`config.mk`:
```
export PLATFORM = sky130hd
export DESIGN_NAME = timer_cap_gen
export DESIGN_NICKNAME = d
export VERILOG_FILES = /design/src/rtl/timer_cap_gen.sv
export SDC_FILE = /design/constraint.sdc
export NUM_CORES = 1
export LEC_CHECK = 0
export BUFFER_PORTS_ARGS = -buffer_cell sky130_fd_sc_hd__buf_4
export CAP_MARGIN = 0
export CORE_MARGIN = 3
export CORE_UTILIZATION = 54
export DETAILED_ROUTE_END_ITERATION = 12
export GPL_ROUTABILITY_DRIVEN = 1
export GPL_TIMING_DRIVEN = 0
export MAX_ROUTING_LAYER = met4
export PLACE_DENSITY = 0.75
export SYNTH_ARGS = -nofsm -noshare
export SYNTH_HDL_FRONTEND = slang
export SYNTH_SLANG_ARGS = --single-unit
export TNS_END_PERCENT = 20
```
`constraint.sdc`:
```
create_clock -name clk -period 2.1 [get_ports clk]
set_input_delay 0.105 -clock clk [delete_from_list [all_inputs] [get_ports clk]]
set_output_delay 0.105 -clock clk [all_outputs]
set_load 0.02 [all_outputs]
```
`src/rtl/timer_cap_gen.sv`:
```
// -----------------------------------------------------------------------------
// timer_cap_gen
// Free-running timestamp counter with a wrap pulse, a run-time programmable
// tick generator, and CAP_N timestamp-capture channels with a valid/ack
// handshake and a sticky overrun flag.
//
// Optional build macro: TIMER_CAP_FILT_EN
//   When defined, each cap_in bit passes through a 3-sample stability filter
//   before edge detection. The latched count is then the value 2 cycles after
//   the raw edge, and pulses shorter than 3 cycles are ignored.
//   When undefined, raw cap_in feeds edge detection directly.
//
// Ports:
//   clk          working clock
//   rst          synchronous active-high reset
//   clr          synchronous clear of counters, pulses and capture flags
//   ena          count enable for the main counter and the tick divider
//   tick_period  new tick period (enabled cycles minus 1)
//   tick_load    loads tick_period and restarts the divider
//   cap_in       per-channel capture strobes (synchronous to clk)
//   cap_ack      per-channel consume acknowledge
//   count        main counter value
//   pulse_full   one-cycle pulse after the counter wraps
//   pulse_tick   one-cycle tick pulse
//   cap_val      captured timestamps, channel i at [i*CNT_W +: CNT_W]
//   cap_valid    a timestamp is held and not yet acknowledged
//   cap_ovr      sticky overrun flag
// -----------------------------------------------------------------------------
module timer_cap_gen #(
  parameter int CNT_W    = 32,
  parameter int TICK_W   = 24,
  parameter int TICK_DEF = 1105919,
  parameter int CAP_N    = 2
) (
  input  logic                   clk,
  input  logic                   rst,
  input  logic                   clr,
  input  logic                   ena,
  input  logic [TICK_W-1:0]      tick_period,
  input  logic                   tick_load,
  input  logic [CAP_N-1:0]       cap_in,
  input  logic [CAP_N-1:0]       cap_ack,
  output logic [CNT_W-1:0]       count,
  output logic                   pulse_full,
  output logic                   pulse_tick,
  output logic [CAP_N*CNT_W-1:0] cap_val,
  output logic [CAP_N-1:0]       cap_valid,
  output logic [CAP_N-1:0]       cap_ovr
);

  localparam logic [TICK_W-1:0] TICK_RST = TICK_W'(TICK_DEF);

  logic [TICK_W-1:0] period_reg;
  logic [TICK_W-1:0] div_reg;

  // ---------------------------------------------------------------------------
  // Main counter and wrap pulse. tick_load never touches the counter.
  // ---------------------------------------------------------------------------
  always_ff @(posedge clk) begin
    if (rst || clr) begin
      count      <= '0;
      pulse_full <= 1'b0;
    end else begin
      pulse_full <= ena && (count == {CNT_W{1'b1}});
      if (ena) begin
        count <= count + 1'b1;
      end
    end
  end

  // ---------------------------------------------------------------------------
  // Tick divider. A divider already above a shrunken period simply counts up
  // to all-ones and wraps silently; only an exact match produces a pulse.
  // ---------------------------------------------------------------------------
  always_ff @(posedge clk) begin
    if (rst) begin
      period_reg <= TICK_RST;
      div_reg    <= '0;
      pulse_tick <= 1'b0;
    end else if (clr) begin
      div_reg    <= '0;
      pulse_tick <= 1'b0;
    end else if (tick_load) begin
      period_reg <= tick_period;
      div_reg    <= '0;
      pulse_tick <= 1'b0;
    end else if (ena) begin
      if (div_reg == period_reg) begin
        div_reg    <= '0;
        pulse_tick <= 1'b1;
      end else begin
        div_reg    <= div_reg + 1'b1;
        pulse_tick <= 1'b0;
      end
    end else begin
      pulse_tick <= 1'b0;
    end
  end

  // ---------------------------------------------------------------------------
  // Capture channels
  // ---------------------------------------------------------------------------
  genvar gi;
  generate
    for (gi = 0; gi < CAP_N; gi++) begin : g_cap
      logic             samp;      // (optionally filtered) strobe level
      logic             prev_reg;  // previous sample, resets high
      logic             rise;
      logic             ack_eff;
      logic [CNT_W-1:0] val_reg;
      logic             valid_reg;
      logic             ovr_reg;

`ifdef TIMER_CAP_FILT_EN
      // hist_reg[0] is cap_in one cycle ago, hist_reg[1] two cycles ago.
      // The filter level is held in prev_reg, so it doubles as the
      // edge-detector history.
      logic [1:0] hist_reg;

      always_ff @(posedge clk) begin
        if (rst) begin
          hist_reg <= 2'b11;
        end else begin
          hist_reg <= {hist_reg[0], cap_in[gi]};
        end
      end

      always_comb begin
        samp = prev_reg;
        if (cap_in[gi] && (hist_reg == 2'b11)) begin
          samp = 1'b1;
        end else if (!cap_in[gi] && (hist_reg == 2'b00)) begin
          samp = 1'b0;
        end
      end
`else
      assign samp = cap_in[gi];
`endif

      assign rise    = samp && !prev_reg;
      assign ack_eff = cap_ack[gi] && valid_reg;

      // History register runs every cycle, including during clr, so a strobe
      // that was high across a clear does not fire afterwards.
      always_ff @(posedge clk) begin
        if (rst) begin
          prev_reg <= 1'b1;
        end else begin
          prev_reg <= samp;
        end
      end

      always_ff @(posedge clk) begin
        if (rst) begin
          val_reg   <= '0;
          valid_reg <= 1'b0;
          ovr_reg   <= 1'b0;
        end else if (clr) begin
          valid_reg <= 1'b0;
          ovr_reg   <= 1'b0;
        end else if (rise) begin
          if (!valid_reg || ack_eff) begin
            // Empty slot, or the old value is consumed this same cycle.
            val_reg   <= count;
            valid_reg <= 1'b1;
            ovr_reg   <= 1'b0;
          end else begin
            ovr_reg   <= 1'b1;
          end
        end else if (ack_eff) begin
          valid_reg <= 1'b0;
          ovr_reg   <= 1'b0;
        end
      end

      assign cap_val[gi*CNT_W +: CNT_W] = val_reg;
      assign cap_valid[gi]              = valid_reg;
      assign cap_ovr[gi]                = ovr_reg;
    end
  endgenerate

endmodule
```
* After elaboration in Yosys (flattened, before gate mapping)
Index checks and enable logic that the tools add are counted.
** Cells by class
- Multiplexer cells :: 12
- $add $sub $neg :: 2
- Equal/unequal tests :: 4
- Divide/modulo/power cells :: 0
- $lt $le $gt $ge :: 0
- Multipliers :: 0
- Bitwise gates (word level) :: 2
- Shifts and indexed selects :: 0
- Reduce and logical (&&, ||, !) cells :: 22
** Operator list (number)
- $add A32 B1 Y32 const B :: 1
- $eq A32 B32 Y1 const B :: 1
- $add A24 B1 Y24 const B :: 1
- $eq A24 B24 Y1 :: 1
- $mux W24 :: 1
- $mux W1 :: 11
- $reduce_and A2 Y1 :: 3
- $reduce_and A3 Y1 :: 2
- $logic_and A1 B1 Y1 :: 5
- $logic_not A1 Y1 :: 4
- $ne A2 B1 Y1 const B :: 2
- $reduce_bool A2 Y1 :: 2
- $reduce_or A4 Y1 :: 1
- $logic_or A1 B1 Y1 :: 3
- $reduce_or A3 Y1 :: 1
- $not A1 Y1 :: 2
- $reduce_or A2 Y1 :: 1
** Storage, ports and cells
- Bits in writable memories :: 0
- Memory bits (read-only) :: 0
- Memories :: 0
- Flip-flop bits (word level) :: 152
- Bits in latches :: 0
- Word-level logic and storage cells :: 55

* Longest topological paths before layout
- Depth after elaboration :: 4
- Mapped depth :: 7

* Worst setup path before layout
No wires, ideal clock.
- Path kind :: flip-flop to flip-flop
- Start :: register count[5]
- End :: register count[27]
- Required time :: 1.972 ns
- Cell stages (with the launch flop) :: 8
- Library setup time :: 0.128 ns
- Period minus slack after synthesis :: 1.730 ns
- Arrival :: 1.603 ns
- Slack :: 0.370 ns
- Buffers on the path :: 2
- Cell sequence :: dfxtp_1 > clkbuf_2 > nand4_1 > nor4_2 > buf_4 > nand4_1 > xor2_1 > nor2_1
** Between the ends
- Cells in the longest elaborated chain, start to end :: 1
** Ends and longest elaborated chain
- start: declaration :: line 43 : output logic [CNT_W-1:0] count,
- start signal: assignment :: line 66 : count <= count + 1'b1;
- $add A32 B1 Y32 :: line 66
No other way between the ends.
A chain may end at the register's enable or synchronous reset.

* Worst setup path after layout
- Start :: register count[2]
- End :: register count[14]
The elaborated chain is that of the path after synthesis.

==> impl_metrics.json <==
{
  "outcome": "finished clean",
  "synth_ff_type": "dfxtp_1",
  "synth-edff-count": 0,
  "power_mw": 6.33,
  "die_h_um": 112,
  "skew_ns": 0.00761,
  "fin_ws_ns": 0.0181,
  "worst_ep_required_time_ns": 2.39,
  "yosysUniqueCellTypes": 33,
  "via_per_inst": 5.27,
  "die_area_sq_mm": 0.0126,
  "nets": 948,
  "h-tree-depth": 4,
  "async_flop_share": 0,
  "coreArea_sq_mm": 0.0109,
  "cts_tree": "built",
  "irDropWorstVdd_mv": 0.635,
  "dr.first_iter.drc_count": 307,
  "overflow": 0,
  "cts_sinks": 152,
  "avgSynthCellArea_sq_um": 8.34,
  "fmax_mhz": 480,
  "layout_min_cycle_time_ns": 2.08,
  "syn-num-nets": 768,
  "yosysSeqAreaShare": 0.498,
  "antenna_found_initial": 0,
  "ant_nets": 0,
  "io_pins": 135,
  "cp_max_fo": 10,
  "clockPowerShare": 0.489,
  "cts_buffer_depth": 2,
  "finalSetupTns_ns": 0,
  "dp_slack_ns": 0.0592,
  "max_cap_violations": 0,
  "postCtsSetupBuffers": 0,
  "finalWirelength_um": 16600,
  "drive_gt1_frac": 0.204,
  "critPathKind": "reg -> reg",
  "area_growth_pct": 33.7,
  "worstSkewPairLatency_ns": 0.42,
  "start_util": 0.559,
  "p_comb_frac": 0.046,
  "end_kind": "flop",
  "grt_max_degree": 17,
  "max_slew.worst_pin.slew_ns": 0.671,
  "p_switching_mw": 1.35,
  "hpwl_um": 11500,
  "rsz0062_at_grt": "true",
  "timing_hold_violations_final": 0,
  "swShare": 0.213,
  "num_vias": 5619,
  "numCtsBuffers": 17,
  "power_frac_seq": 0.465,
  "clk_pin_slew_worst_paths_ns": 0.06,
  "powerDensity_mw_per_mm2": 774,
  "maxSlewViolCount": 0,
  "num_antenna_cells": 0,
  "die_w_um": 112,
  "clockRootBuffer": "clkbuf_16",
  "leakage_nw": 3.24,
  "port_buffers": 133,
  "grt_pass1_wl_um": 27000,
  "gp_congestion": 0.813,
  "yosys_register_bits": 152,
  "largest_register_ffs": 64,
  "cp-startpoint": "count[2]",
  "holdWs_ns": 0.0522,
  "grt_pass1_vias": 5582,
  "netlist_instances": 733,
  "rrSetupSlack_ns": 0.02,
  "crit_path_start_kind": "flop",
  "ys.warnings.count": 0,
  "r2r_end": "count[14]",
  "r2r_start": "count[2]",
  "min_path_type": "in -> reg",
  "post-route-drc-count": 0,
  "maxSlewHeadroom": 0.549,
  "wire_per_inst_um": 15.5,
  "placementRows": 38,
  "setup_viol": 0,
  "netlist_area_sq_mm": 0.00611,
  "final.period_utilization": 0.991,
  "p_int_mw": 4.98,
  "rr_worst_depth": 6,
  "grt_use_total": 0.274,
  "dr.pass1.iters": 6,
  "crit_end": "count[14]",
  "arrival_ns": 2.38
}
==> synth_stat cells (4+ instances only) <==
cell type	count	share of area
xor2_1	67	0.096
or2_2	4	0.0041
and2_1	5	0.0051
nand3b_1	17	0.021
buf_4	7	0.0086
clkbuf_1	31	0.019
a21oi_1	72	0.059
nand2_1	200	0.12
nor4_1	6	0.0061
nor3_1	7	0.0057
nand4_1	21	0.021
mux2i_1	4	0.0065
xnor2_1	11	0.016
nor2_1	68	0.042
nor2b_1	5	0.0051
inv_1	5	0.0031
and3_1	4	0.0041
dfxtp_1	152	0.50
nand3_1	18	0.015
==> how the worst min path moves through the flow <==
| stage | from | cells past startpoint | to |
|---|---|---|---|
| after floorplan | cap_ack[0] | 1 | g_cap[0].ovr_reg |
| after global placement | cap_ack[1] | 2 | g_cap[1].ovr_reg |
| after detailed placement | cap_ack[1] | 2 | g_cap[1].ovr_reg |
| after CTS | tick_load | 3 | pulse_tick |
| after global routing | tick_load | 3 | pulse_tick |
| final | tick_load | 3 | pulse_tick |
==> layout by cell type (no fill, tap or decap), types with 3 or more instances in the layout <==
cell type / n
a21oi_1: 72
and2_1: 5
and3_1: 4
buf_1: 3
buf_2: 3
buf_4: 140
buf_6: 3
bufinv_16: 3
clkbuf_1: 33
clkbuf_16: 17
clkinvlp_4: 4
dfxtp_1: 152
dlygate4sd3_1: 28
inv_1: 5
mux2i_1: 4
nand2_1: 200
nand2b_1: 3
nand3_1: 18
nand3b_1: 17
nand4_1: 21
nor2_1: 68
nor2b_1: 5
nor3_1: 7
nor4_1: 6
nor4_2: 3
or2_2: 4
xnor2_1: 11
xor2_1: 67
==> power by group through the flow <==
stage,Clock [mW],Combinational (mW),Sequential [mW]
floorplan,0,0.142,3.00
global placement,0,0.236,3.00
detailed placement,0,0.242,3.00
CTS,3.13,0.287,2.94
global route,3.25,0.318,2.95
finish,3.10,0.291,2.94
==> critical path, stage by stage, from the launching register on <==
cell and delay [ns]:
dfxtp_1 0.53, nand4_1 0.25, nor4_2 0.54, buf_4 0.28
nand4_1 0.14, xor2_1 0.17, nor2_1 0.05
==> cells by family (layout without fill, tap and decap cells) <==
family                     after synthesis  in the layout  share of synthesized area
AOI/OAI and AO/OA                       75             75                     0.0649
xor gates and xnor gates                78             78                      0.112
adders and majority gates                2              2                    0.00409
buffers and inverters                   54            247                     0.0422
DFF                                    152            152                      0.498
muxes                                    4              4                    0.00655
and+or+nand+nor                        368            368                      0.273
==> cell type report <==
| cell class | instances | area, sq um |
|---|---|---|
| Sequential cell | 152 | 3040 |
| Multi-Input combinational cell | 527 | 2810 |
| Fill cell | 832 | 2760 |
| Timing Repair Buffer | 161 | 1280 |
| Clock buffer | 21 | 460 |
| Buffer | 49 | 239 |
| Tap cell | 140 | 175 |
| Clock inverter | 11 | 148 |
| Inverter | 5 | 18.8 |
==> repair_timing <==
| action | CTS | global route |
|---|---|---|
| gates resized for setup | 0 | 0 |
| setup endpoints to repair | 0 | 8 |
| hold buffers | 28 | 0 |
| endpoints found under the hold margin | 29 | 0 |
==> stage by stage <==
stage	instance area, sq um	instances	util
after floorplan	6110	733	-
after global placement	7290	1006	0.666
after detailed placement	7290	1006	0.666
after CTS	8180	1066	0.748
after global routing	8180	1066	0.748
final	8180	1066	0.748
==> per-layer routing <==
layer,routed length (um),vias up,track usage
met5,0,-,-
met4,232,0,0.0841
met3,852,22,0.0706
met2,8380,144,0.460
met1,7110,2715,0.323
li1,-,2738,-
Note: power is estimated with default switching activity, not from simulation.
